### src/rtl/truth_table_scanner.sv
// truth_table_scanner: drives every W combination into a combinational
// function block and captures f into a truth table plus a ones count.
// Optional build macro TT_COMPARE_EN adds the Expected input and Match output.
module truth_table_scanner #(
    parameter int N_IN   = 4,
    parameter int SETTLE = 0
) (
    input  logic                 Clock,
    input  logic                 Reset,
    input  logic                 Start,
    input  logic                 f,
`ifdef TT_COMPARE_EN
    input  logic [2**N_IN-1:0]   Expected,
    output logic                 Match,
`endif
    output logic                 En,
    output logic [N_IN-1:0]      W,
    output logic                 Busy,
    output logic                 Done,
    output logic [2**N_IN-1:0]   TT,
    output logic [N_IN:0]        Count
);

    localparam logic [N_IN-1:0] W_LAST   = '1;
    localparam logic [3:0]      SETTLE_L = 4'(SETTLE);

    typedef enum logic [1:0] {
        IDLE,
        SCAN,
        DONE
    } state_t;

    state_t               state;
    state_t               state_n;
    logic [3:0]           settle;
    logic                 sample;
    logic                 last;
    logic [2**N_IN-1:0]   tt_next;

    // f is taken on the final settle cycle of each index
    assign sample = !(settle < SETTLE_L);
    assign last   = sample && (W == W_LAST);

    // truth table with the current sample merged in
    always_comb begin
        tt_next    = TT;
        tt_next[W] = f;
    end

    // state register
    always_ff @(posedge Clock) begin
        if (Reset) begin
            state <= IDLE;
        end else begin
            state <= state_n;
        end
    end

    // next-state decode
    always_comb begin
        state_n = state;
        unique case (state)
            IDLE: begin
                if (Start) begin
                    state_n = SCAN;
                end
            end
            SCAN: begin
                if (last) begin
                    state_n = DONE;
                end
            end
            DONE: begin
                state_n = IDLE;
            end
            default: begin
                state_n = IDLE;
            end
        endcase
    end

    // status outputs decoded from the state
    always_comb begin
        En   = 1'b0;
        Busy = 1'b0;
        Done = 1'b0;
        unique case (state)
            SCAN: begin
                En   = 1'b1;
                Busy = 1'b1;
            end
            DONE: begin
                Done = 1'b1;
            end
            default: begin
            end
        endcase
    end

    // W stepping, settle counting and result capture
    always_ff @(posedge Clock) begin
        if (Reset) begin
            W      <= '0;
            TT     <= '0;
            Count  <= '0;
            settle <= '0;
        end else begin
            unique case (state)
                IDLE: begin
                    if (Start) begin
                        W      <= '0;
                        TT     <= '0;
                        Count  <= '0;
                        settle <= '0;
                    end
                end
                SCAN: begin
                    if (!sample) begin
                        settle <= settle + 4'd1;
                    end else begin
                        TT     <= tt_next;
                        Count  <= Count + {{N_IN{1'b0}}, f};
                        settle <= '0;
                        // W parks at 0 while DONE is shown
                        if (W == W_LAST) begin
                            W <= '0;
                        end else begin
                            W <= W + 1'b1;
                        end
                    end
                end
                DONE: begin
                    W <= '0;
                end
                default: begin
                end
            endcase
        end
    end

`ifdef TT_COMPARE_EN
    // compare the completed table on the edge that enters DONE
    always_ff @(posedge Clock) begin
        if (Reset) begin
            Match <= 1'b0;
        end else if (state == IDLE && Start) begin
            Match <= 1'b0;
        end else if (state == SCAN && last) begin
            Match <= (tt_next == Expected);
        end
    end
`endif

endmodule

### config.mk
export PLATFORM = sky130hd
export DESIGN_NAME = truth_table_scanner
export DESIGN_NICKNAME = d
export VERILOG_FILES = /design/src/rtl/truth_table_scanner.sv
export SDC_FILE = /design/constraint.sdc
export NUM_CORES = 1
export LEC_CHECK = 0
export CORE_UTILIZATION = 44
export DETAILED_ROUTE_END_ITERATION = 16
export PLACE_DENSITY = 0.75
export SETUP_SLACK_MARGIN = 0.2
export SLEW_MARGIN = 20
export SYNTH_ARGS = -nofsm -noshare
export SYNTH_HDL_FRONTEND = slang
export SYNTH_SLANG_ARGS = --single-unit
### constraint.sdc
create_clock -name Clock -period 1.35 [get_ports Clock]
set_input_delay 0.2025 -clock Clock [delete_from_list [all_inputs] [get_ports Clock]]
set_output_delay 0.2025 -clock Clock [all_outputs]
set_load 0.03 [all_outputs]
==> summary.txt <==
Run status
  • Status: complete, but fails checks
  • Failing checks: design-rule violations, negative setup slack

Floorplan
  • Die area: 3240 um2
  • Die H: 57.0 um
  • Initial core utilization: 47.4%
  • Die Wd: 57.0 um
  • Num ports: 32
  • Core ar.: 2810 um2
  • Rows: 19

STA
  • WHS: 414 ps
  • Crit path time final: 1410 ps
  • Slew Viols, Final: 0
  • Setup-failing EPs final: 8
  • RSZ-0062 raised after global routing: true
  • Slew headroom: 78.4%
  • Min setup slack post-route: -58.5 ps
  • Post-route clock period utilization: 104%
  • TNS Setup: -273 ps
  • Actual slew at the worst max-slew pin: 324 ps
  • Skew final: 20.8 ps
  • Peak Freq: 0.710 GHz
  • Hold violation count in the final report: 0

Worst setup path
  • Setup slack, reg-to-reg: -60 ps
  • Slowest CP cell: dfxtp_2
  • Worst Setup End Kind: output pin
  • WS Path Type: register to output pin
  • Data arrival, critical path: 1210 ps
  • CP peak stage delay: 390 ps
  • Crit path required time: 1150 ps
  • Most frequent CP cell: buf_6
  • Crit path max-delay family: flip-flops
  • Crit path buf inv count: 3
  • Startpoint Class: register
  • Critical-path cell list: buf_6 > buf_6 > nor2b_4 > buf_6
  • Crit-path max FO: 3

Routing
  • Drt total wl: 4450 um
  • Vias/cell: 6.33
  • DR iter-0 viols: 79
  • Routed length per instance: 18.4 um
  • Routed Antenna Nets: 0
  • Remaining DRCs: 2
  • Via count: 1533
  • 1st-pass router iterations: 10

Clock network
  • Clock Pin Slew Worst Setup and Hold Paths: 160 ps
  • Post-CTS Hold Buffers: 0
  • Clock Sinks: 27
  • Clk buf depth: 2
  • Cts bufs inserted: 3
  • Root Driver: clkbuf_4
  • CTS H-tree depth: 1
  • CTS tree: yes
  • Clock Latency Late Sink: 350 ps

Final layout
  • # fillers: 203
  • Layout cell share with drive strength beyond 1: 52.1%
  • ANT cells: 0
  • Fin util: 76.4%
  • Syn-to-layout area delta: 61.2%
  • # nets final: 222

Power and ir drop
  • Leak: 0.794 nW
  • Reg power frac: 53.3%
  • Clock power frac: 24.7%
  • Switching pwr: 458 uW
  • Internal power: 1.07 mW
  • Worst VDD drop: 0.494 mV
  • Sw frac: 30.0%
  • Combinational share of power: 22.0%
  • Power Density: 714 nW/um2

Place
  • Pre-CTS setup slack: -370 ps
  • Port bufs: 31
  • Routability cong.: 0.840
  • DP HPWL: 2670 um

Logic synthesis
  • Synth Area per Inst: 8.57 um2
  • Largest cells by area after synthesis: dfxtp_1 41%, a21oi_1 9.0%, nand4_1 7.5%
  • Post-Synthesis Cells: 155
  • Yosys reg bits: 27
  • Register area share after synthesis: 40.7%
  • Distinct cells, synth: 29
  • Post-synth ARST share: 0%
  • Mapped Area: 1330 um2
  • Mapped Nets: 165
  • Top FF cell, synth: dfxtp_1
  • Count leader, synth: dfxtp_1
  • Post-synth top cells: 27 x dfxtp_1, 24 x a21oi_1, 16 x nand4_1
  • Cell taking the most area after synthesis: dfxtp_1
  • Synthesis warning total: 0
  • Top cell type's share of synthesized area: 40.7%
  • Post-synth EDFFs: 0

Global route
  • Vias in the first global route: 1417
  • GR Util All Layers: 25.8%
  • Global-route wire length before repair: 6580 um
  • Largest net degree at the start of global routing: 22
  • Initial antenna violation count: 0
  • Grt total ovfl: 0

Flow run
  • Max-cap violations: 0

Hold path
  • Worst hold path class: primary input to register
metal layers:
layer,GRT usage [%],vias to the layer above,wire length [um]
met5,0,-,0
met3,2.95,17,263
met1,31.5,750,1790
met2,46.1,71,2240
li1,-,695,-
met4,10.8,0,158
logic make-up after synthesis:
family | after synthesis | synth area share, %
AND/OR/NAND/NOR | 53 | 23.5
AO/OA/AOI/OAI | 49 | 23.1
flip-flops | 27 | 40.7
buffers and inverters | 19 | 6.21
adder cells (fa/ha/maj) | 6 | 5.65
multiplexers | 1 | 0.847
final cells by class:
type,count,area [um2],share of cell area [%]
multi-input combinational,109,898,41.9
tap,31,38.8,1.81
sequential,27,574,26.8
timing repair buffer,67,584,27.3
inverter,4,20.0,0.935
clock buffer,4,26.3,1.23
power groups by stage:
stage | Clock, mW | Sequential [mW] | Combinational, mW
after global routing | 0.392 | 0.817 | 0.356
after floorplan | 0 | 0.844 | 0.132
final | 0.377 | 0.816 | 0.337
after CTS | 0.352 | 0.816 | 0.272
after global placement | 0 | 0.831 | 0.219
after detailed placement | 0 | 0.832 | 0.228
sequential cells by signal, summed over array words and instances, names as in the netlist:
signal	count
state	2
TT	16
Count	5
W	4
cell usage in the layout (no fill, tap or decap), types with 2 or more instances in the layout:
cell | netlist | final
nand3_2 | 0 | 2
nand3_1 | 7 | 4
dfxtp_2 | 0 | 3
dfxtp_4 | 0 | 8
inv_4 | 0 | 2
nand2_1 | 7 | 5
nand4_1 | 16 | 16
nand2b_1 | 4 | 3
o211ai_1 | 13 | 13
o21ai_2 | 0 | 2
nand3b_1 | 6 | 6
buf_6 | 0 | 14
a21oi_2 | 0 | 3
clkbuf_4 | 0 | 7
or3_1 | 3 | 3
nand2_2 | 0 | 2
a21oi_1 | 24 | 20
buf_12 | 0 | 2
clkdlybuf4s50_1 | 0 | 2
o311ai_2 | 0 | 3
buf_8 | 0 | 3
buf_2 | 6 | 17
buf_4 | 1 | 23
ha_4 | 0 | 5
dfxtp_1 | 27 | 16
worst reg2reg max path, delay by kind of cell (launching register included):
kind | cells | cell delay [ps]
AND/OR/NAND/NOR | 1 | 420
AO/OA/AOI/OAI | 1 | 220
multiplexers | 1 | 290
flip-flops | 1 | 400
worst paths after layout:
path / to / depth (start not counted) / startpoint
min reg2reg: TT[2] / 2 / TT[2]
min: Count[0] / 4 / f
max: Done / 4 / state[1]
max reg2reg: TT[15] / 3 / state[0]
what timing repair did:
item	CTS	global route
setup endpoints to repair	54	35
setup buffers	10	6
pin swaps	19	24
endpoints found under the hold margin	0	0
gates cloned	0	1
resized for setup	151	42
per-stage QoR:
step,cells,total power [mW],cell area (um2)
2_1_floorplan,155,0.976,1440
3_3_place_gp,221,1.05,1860
3_5_place_dp,221,1.06,1860
4_1_cts,235,1.44,1920
5_1_grt,242,1.56,2140
6_report,242,1.53,2140
No activity file was read; power rests on OpenSTA's default activity.
